`src/rtl/pwm_capture.sv`:
```
// PWM period/high-time measurement with sticky stuck-high/stuck-low detection.
// Optional macro PWM_CAPTURE_SYNC_EN adds a 2-flop input synchronizer ahead of sampling.
module pwm_capture #(
  parameter int WIDTH = 16
) (
  input  logic             clk,
  input  logic             reset,
  input  logic             enable,
  input  logic             pulse,
  output logic [WIDTH-1:0] period,
  output logic [WIDTH-1:0] active,
  output logic             valid,
  output logic             stuck_high,
  output logic             stuck_low,
  output logic [1:0]       state_dbg_o
);

  typedef enum logic [1:0] {
    IDLE = 2'd0,
    ARM  = 2'd1,
    MEAS = 2'd2
  } state_t;

  localparam logic [WIDTH-1:0] CNT_MAX = '1;
  localparam logic [WIDTH-1:0] CNT_ONE = WIDTH'(1);

  state_t           state_q, state_d;
  logic [WIDTH-1:0] per_cnt_q, per_cnt_d;
  logic [WIDTH-1:0] act_cnt_q, act_cnt_d;
  logic [WIDTH-1:0] period_q, period_d;
  logic [WIDTH-1:0] active_q, active_d;
  logic             valid_q, valid_d;
  logic             stuck_high_q, stuck_high_d;
  logic             stuck_low_q, stuck_low_d;
  logic             s_q, s_d_q;
  logic             pulse_in;
  logic             rise;

`ifdef PWM_CAPTURE_SYNC_EN
  logic [1:0] sync_q;

  always_ff @(posedge clk or negedge reset) begin
    if (!reset) sync_q <= 2'b00;
    else        sync_q <= {sync_q[0], pulse};
  end

  assign pulse_in = sync_q[1];
`else
  assign pulse_in = pulse;
`endif

  always_ff @(posedge clk or negedge reset) begin
    if (!reset) begin
      s_q   <= 1'b0;
      s_d_q <= 1'b0;
    end else begin
      s_q   <= pulse_in;
      s_d_q <= s_q;
    end
  end

  assign rise = s_q & ~s_d_q;

  always_comb begin
    state_d      = state_q;
    per_cnt_d    = per_cnt_q;
    act_cnt_d    = act_cnt_q;
    period_d     = period_q;
    active_d     = active_q;
    valid_d      = 1'b0;
    stuck_high_d = stuck_high_q;
    stuck_low_d  = stuck_low_q;
    if (!enable) begin
      state_d      = IDLE;
      per_cnt_d    = '0;
      act_cnt_d    = '0;
      stuck_high_d = 1'b0;
      stuck_low_d  = 1'b0;
    end else begin
      case (state_q)
        IDLE: begin
          per_cnt_d = '0;
          act_cnt_d = '0;
          state_d   = ARM;
        end
        ARM: begin
          if (rise) begin
            per_cnt_d = CNT_ONE;
            act_cnt_d = CNT_ONE;
            state_d   = MEAS;
          end
        end
        MEAS: begin
          // A rise wins over saturation, so an all-ones period is still captured.
          if (rise) begin
            period_d     = per_cnt_q;
            active_d     = act_cnt_q;
            valid_d      = 1'b1;
            stuck_high_d = 1'b0;
            stuck_low_d  = 1'b0;
            per_cnt_d    = CNT_ONE;
            act_cnt_d    = CNT_ONE;
          end else if (per_cnt_q == CNT_MAX) begin
            stuck_high_d = s_q;
            stuck_low_d  = ~s_q;
            per_cnt_d    = '0;
            act_cnt_d    = '0;
            state_d      = ARM;
          end else begin
            per_cnt_d = per_cnt_q + CNT_ONE;
            if (s_q) act_cnt_d = act_cnt_q + CNT_ONE;
          end
        end
        default: state_d = IDLE;
      endcase
    end
  end

  always_ff @(posedge clk or negedge reset) begin
    if (!reset) begin
      state_q      <= IDLE;
      per_cnt_q    <= '0;
      act_cnt_q    <= '0;
      period_q     <= '0;
      active_q     <= '0;
      valid_q      <= 1'b0;
      stuck_high_q <= 1'b0;
      stuck_low_q  <= 1'b0;
    end else begin
      state_q      <= state_d;
      per_cnt_q    <= per_cnt_d;
      act_cnt_q    <= act_cnt_d;
      period_q     <= period_d;
      active_q     <= active_d;
      valid_q      <= valid_d;
      stuck_high_q <= stuck_high_d;
      stuck_low_q  <= stuck_low_d;
    end
  end

  assign period      = period_q;
  assign active      = active_q;
  assign valid       = valid_q;
  assign stuck_high  = stuck_high_q;
  assign stuck_low   = stuck_low_q;
  assign state_dbg_o = state_q;

endmodule
```
`config.mk`:
```
export PLATFORM = sky130hd
export DESIGN_NAME = pwm_capture
export DESIGN_NICKNAME = d
export VERILOG_FILES = /design/src/rtl/pwm_capture.sv
export SDC_FILE = /design/constraint.sdc
export NUM_CORES = 1
export LEC_CHECK = 0
export BUFFER_PORTS_ARGS = -buffer_cell sky130_fd_sc_hd__clkbuf_2
export CAP_MARGIN = 20
export CORE_ASPECT_RATIO = 1.25
export CORE_MARGIN = 4
export CORE_UTILIZATION = 35
export CTS_BUF_LIST = sky130_fd_sc_hd__clkbuf_4 sky130_fd_sc_hd__clkbuf_8
export DETAILED_ROUTE_END_ITERATION = 8
export HOLD_SLACK_MARGIN = 0.15
export PLACE_DENSITY = 0.63
export SLEW_MARGIN = 20
export SYNTH_ARGS = -nofsm -noshare
export SYNTH_HDL_FRONTEND = slang
export SYNTH_SLANG_ARGS = --single-unit
```
`constraint.sdc`:
```
create_clock -name clk -period 6.1 [get_ports clk]
set_input_delay 0.915 -clock clk [delete_from_list [all_inputs] [get_ports clk]]
set_output_delay 0.915 -clock clk [all_outputs]
set_load 0.01 [all_outputs]
```
; ---- Yosys cells after proc, flatten, opt, wreduce, memory -nomap -nowiden
; Cells that the tools add are included.
[totals]
register_bits = 71
inputBits = 4
output_inout_bits = 37
elab_cells = 57
[op_classes]
addsub = 2
n_eq_ne = 10
mux = 26
n_bitwise = 3
n_reduce_logical = 6
[op_table]
columns = op, count
row1 = 16-bit 2-to-1 mux, 8
row2 = 16-bit case mux with 3 select lines, 2
row3 = "16-bit by 1-bit adder with 16-bit output, second input constant", 2
row4 = "16-bit == test, second input constant", 1
row5 = 1-bit 2-to-1 mux, 11
row6 = "3-bit != test, second input constant", 3
row7 = 3-bit AND reduction, 3
row8 = 2-bit 2-to-1 mux, 4
row9 = 2-bit case mux with 3 select lines, 1
row10 = "5-bit != test, second input constant", 1
row11 = "4-bit by 1-bit != test with 1-bit output, second input constant", 1
row12 = 2-bit AND reduction, 2
row13 = "3-bit by 1-bit != test with 1-bit output, second input constant", 1
row14 = "2-bit by 1-bit == test with 1-bit output, second input constant", 1
row15 = "2-bit == test, second input constant", 1
row16 = 2-bit zero test, 1
row17 = "2-bit by 1-bit != test with 1-bit output, second input constant", 1
row18 = 1-bit NOT, 2
row19 = 1-bit bitwise AND, 1

; ---- Logic depth before layout (Yosys ltp)
[depth]
word_depth = 6
depth_mapped = 10
ltp_nobuf = 7

; ---- Worst setup path before layout
; Ideal clock, no wire load.
[synth_path]
kind = input port to flip-flop
from = input port enable
to = register active_q[15], in the netlist active[15]
setup_ns = 0.125
t_arrival_ns = 2.045
required_time_ns = 5.975
path_slack_ns = 3.930
stages = 6
n_path_buf = 3
path_cell_list = and2_1 -> buf_2 -> nand2_1 -> buf_2 -> buf_2 -> mux2_2
[synth_via]
elab_chain_len = 1
[synth_rtl]
columns = item, line
row1 = "start, declared", 8  ; input logic enable,
row2 = 3-bit AND reduction (no source line), --
row3 = "end signal, assigned", 134  ; active_q <= active_d;
row4 = "end, declared", 31  ; logic [WIDTH-1:0] active_q, active_d;
; Every way passes these cells.
; A chain may end at the register's enable or synchronous reset.

; ---- Final worst setup path
[layout_path]
from = register state_q[0], in the netlist state_dbg_o[0]
to = register per_cnt_q[5]
[layout_via]
elab_chain_len = 3
elab_cells_between_ends = 8
cone_classes = eq/ne (4) / mux (2) / reduce/logical (2)
[layout_rtl]
columns = item, line
row1 = "start, declared", 27  ; state_t state_q, state_d;
row2 = "start signal, assigned", 130  ; state_q <= state_d;
row3 = "2-bit == test, or another cell as far along", 80  ; case (state_q)
row4 = "16-bit case mux with 3 select lines, or another cell as far along", 80
row5 = 16-bit 2-to-1 mux / 2-bit AND reduction (equally long branches), --
row6 = "end signal, assigned", 131  ; per_cnt_q <= per_cnt_d;
row7 = "end, declared", 28  ; logic [WIDTH-1:0] per_cnt_q, per_cnt_d;
; Parallel ways exist; a longest one is shown, timed or not.

==> summary.txt <==
Finish
  – Nets@finish: 385
  – Share of layout cells above drive strength 1: 25.8%
  – Area grow syn2layout: 13.7%
  – # diodes: 0
  – Most frequent cells in the layout: 71 x dfrtp_1, 39 x clkbuf_2, 29 x nand2_1
  – Commonest non-fill, non-tap cell in the layout: dfrtp_1

Floorplanning
  – Io pins: 41
  – Core footprint: 0.00976 sq mm
  – Row cnt: 40
  – Initial Utilization: 36.5%
  – Die area: 0.0119 sq mm
  – Die Height: around 120 um
  – Die span in x: slightly below 100 um

Synth
  – Synth top area cells: dfrtp_1 50%, mux2_2 8.5%, o21ai_0 3.4%
  – Fraction of registers with async set/reset: 100%
  – Seq/Total Area, Yosys: 49.9%
  – Syn nets: 349
  – Post-synth EDFFs: 0
  – Mapped Area: 0.00356 sq mm
  – Synthesized area per cell: 10.5 sq um
  – Yosys warns: 0
  – Syn Inst Count: 339
  – Synth cell types: 56
  – Yosys reg bits: 71
  – Ys flop type: dfrtp_1
  – Post-synth top area cell: dfrtp_1
  – Post-synth top area share: roughly half

Setup path
  – End of the critical path: per_cnt_q[5]
  – Critical path's slowest cell: and2_1
  – Max FO, Critical Path: 22
  – Register-to-Register Path Depth: 7
  – CP Class: flip-flop to flip-flop
  – CP startpoint: state_dbg_o[0]
  – Worst Path Arrival: 2.79 ns
  – Levels on crit path: 7
  – CP startpoint kind: flip-flop
  – R2r setup slk: approximately 3.6 ns
  – CP delay by family, top: simple AND/OR/NAND/NOR gates
  – Worst r2r src: state_dbg_o[0]
  – Crit path buffers/inverters: 1
  – Crit. End Element: flip-flop
  – CP Cell Sequence: inv_1, ha_1, nor3_1, a21o_1, and2_1, nor2_1, a22o_1
  – Worst EP required: 6.35 ns
  – Max incr delay on CP: 0.63 ns
  – Worst R2R End: per_cnt_q[5]

Clock tree
  – TritonCTS buffer count: 9
  – Clock Tree Buf Depth: 2
  – Root buffer cell: clkbuf_8
  – Post-cts sizing count: 0
  – Clk sinks: between 70 and 80
  – Clk pin slew, worst setup/hold paths: 0.08 ns
  – Post-CTS Setup Inserts: 0
  – Hold buffers post-CTS: 0
  – Worst-Skew Late Latency: 0.36 ns
  – H-tree Lvls: 3
  – CTS tree: built

Global routing
  – Met2 Usage GRT: 24.4%
  – Initial antenna violation count: 0
  – Grt met1 use: 17.0%
  – Gr usage total: roughly 14%
  – First-pass GRT wire length: 13.7 mm
  – GR peak layer: met2
  – Vias in the first global route: 2769
  – Largest net degree at the start of global routing: 72
  – Remaining global-route overflow: 0
  – Grt met3 use: roughly 3.7%

Run status
  – Status: complete, no violations

Timing
  – Fin. Hold Viols: 0
  – Tcrit/Tclk final: 41.6%
  – Clock Skew: 0.00577 ns
  – Sum of negative setup slack: 0 ns
  – # setup viols final: 0
  – Max Slew Vio Count: 0
  – RSZ-0062 raised after global routing: false
  – Worst slew pin tran: 0.889 ns
  – Min Tclk post-route: 2.54 ns
  – Fin worst setup slack: about 3.6 ns
  – Max-slew headroom: 40.7%
  – Achievable Freq: 394 MHz

Pwr
  – Leak: 1.92 nW
  – Peak supply drop: 0.103 mV
  – Power per cell area: 273 mW/mm^2

Detailed routing
  – Initial DRC count: 139
  – Post-DRT Antenna Nets: 0
  – Final WL: 8.10 mm
  – Vias per cell: 5.50
  – Vias: 2783
  – Drt first pass iters: 4
  – Number of remaining DRC errors: 0
  – DR WL/cell: 16.0 um

Worst hold path
  – Hold WC Path Type: flip-flop to flip-flop

Place
  – DPL Wire Length: 5.60 mm
  – Routability cong.: a little over 0.8
  – Port Buf Inserts: 40
  – Place WS: around 3.3 ns

Job
  – Max_cap viols: 0
tightest hold or removal path: cells and delay by family (launching register included):
kind,cells,cell delay (ns)
flops,1,0.35
simple gates,1,0.04
compound gates,1,0.06
how the worst min path moves through the flow:
stage | startpoint | to | slack, ns | depth (start not counted)
after floorplan | s_q | s_d_q | 0.42 | 0
after global placement | active[14] | active[14] | 0.47 | 2
after detailed placement | period[4] | period[4] | 0.47 | 2
after CTS | period[4] | period[4] | 0.49 | 2
after global routing | period[4] | period[4] | 0.51 | 2
final | period[4] | period[4] | 0.48 | 2
layout make-up:
| type | count | area, sq um |
|---|---|---|
| multi-input combinational | 238 | 1650 |
| timing repair buffer | 42 | 215 |
| clock inverter | 5 | 57.6 |
| inverter | 13 | 48.8 |
| tap | 126 | 158 |
| sequential | 71 | 1780 |
| fill | 980 | 5710 |
| clock buffer | 11 | 145 |
cells in the mapped netlist, types with 3 or more instances:
master and count:
buf_2 10, nand4_1 7, clkbuf_1 5, a21oi_1 12
nand3_1 16, or4_1 3, inv_1 13, nor3_1 11
a22o_1 11, nor2_1 16, ha_1 6, dfrtp_1 71
nand2_1 29, o31ai_1 3, nor2b_1 4, o2bb2ai_1 3
nor4_1 3, o21ai_0 24, and3_1 10, mux2_2 27
and2_1 8, nand3_2 4
layer usage:
layer,wire length (um),part of all wire (%)
met5,0,0
met2,4000,49
met1,3510,43
met3,377,4.7
met4,212,2.6
cells by family after synthesis:
group | share of synthesized area (%)
mux | 9.10
simple gates | 17.2
fa+ha+maj | 2.11
buf+inv | 3.83
flops | 49.9
compound gates | 17.6
xor+xnor | 0.246
power breakdown:
part	switching, W	total (W)	internal (W)
Combinational	0.000145	0.000216	0.0000708
Clock	0.000183	0.000387	0.000205
Sequential	0.0000164	0.000500	0.000484
Total	0.000344	0.00110	0.000759
per-stage QoR:
step / hold slack [ns] / cells / total power (W) / area [sq um] / utilization [%]
after detailed placement: 0.474 / 490 / 0.000724 / 3840 / 39.4
after CTS: 0.493 / 506 / 0.00111 / 4050 / 41.5
after global routing: 0.514 / 506 / 0.00116 / 4050 / 41.5
final: 0.483 / 506 / 0.00110 / 4050 / 41.5
after floorplan: 0.422 / 339 / 0.000670 / 3560 / -
after global placement: 0.470 / 490 / 0.000720 / 3840 / 39.4
sequential cells by signal (all words and copies together) (netlist names), 2 cells and up:
signal / cells
act_cnt_q: 16
active: 16
per_cnt_q: 16
period: 16
state_dbg_o: 2
No activity file was read; power rests on OpenSTA's default activity.
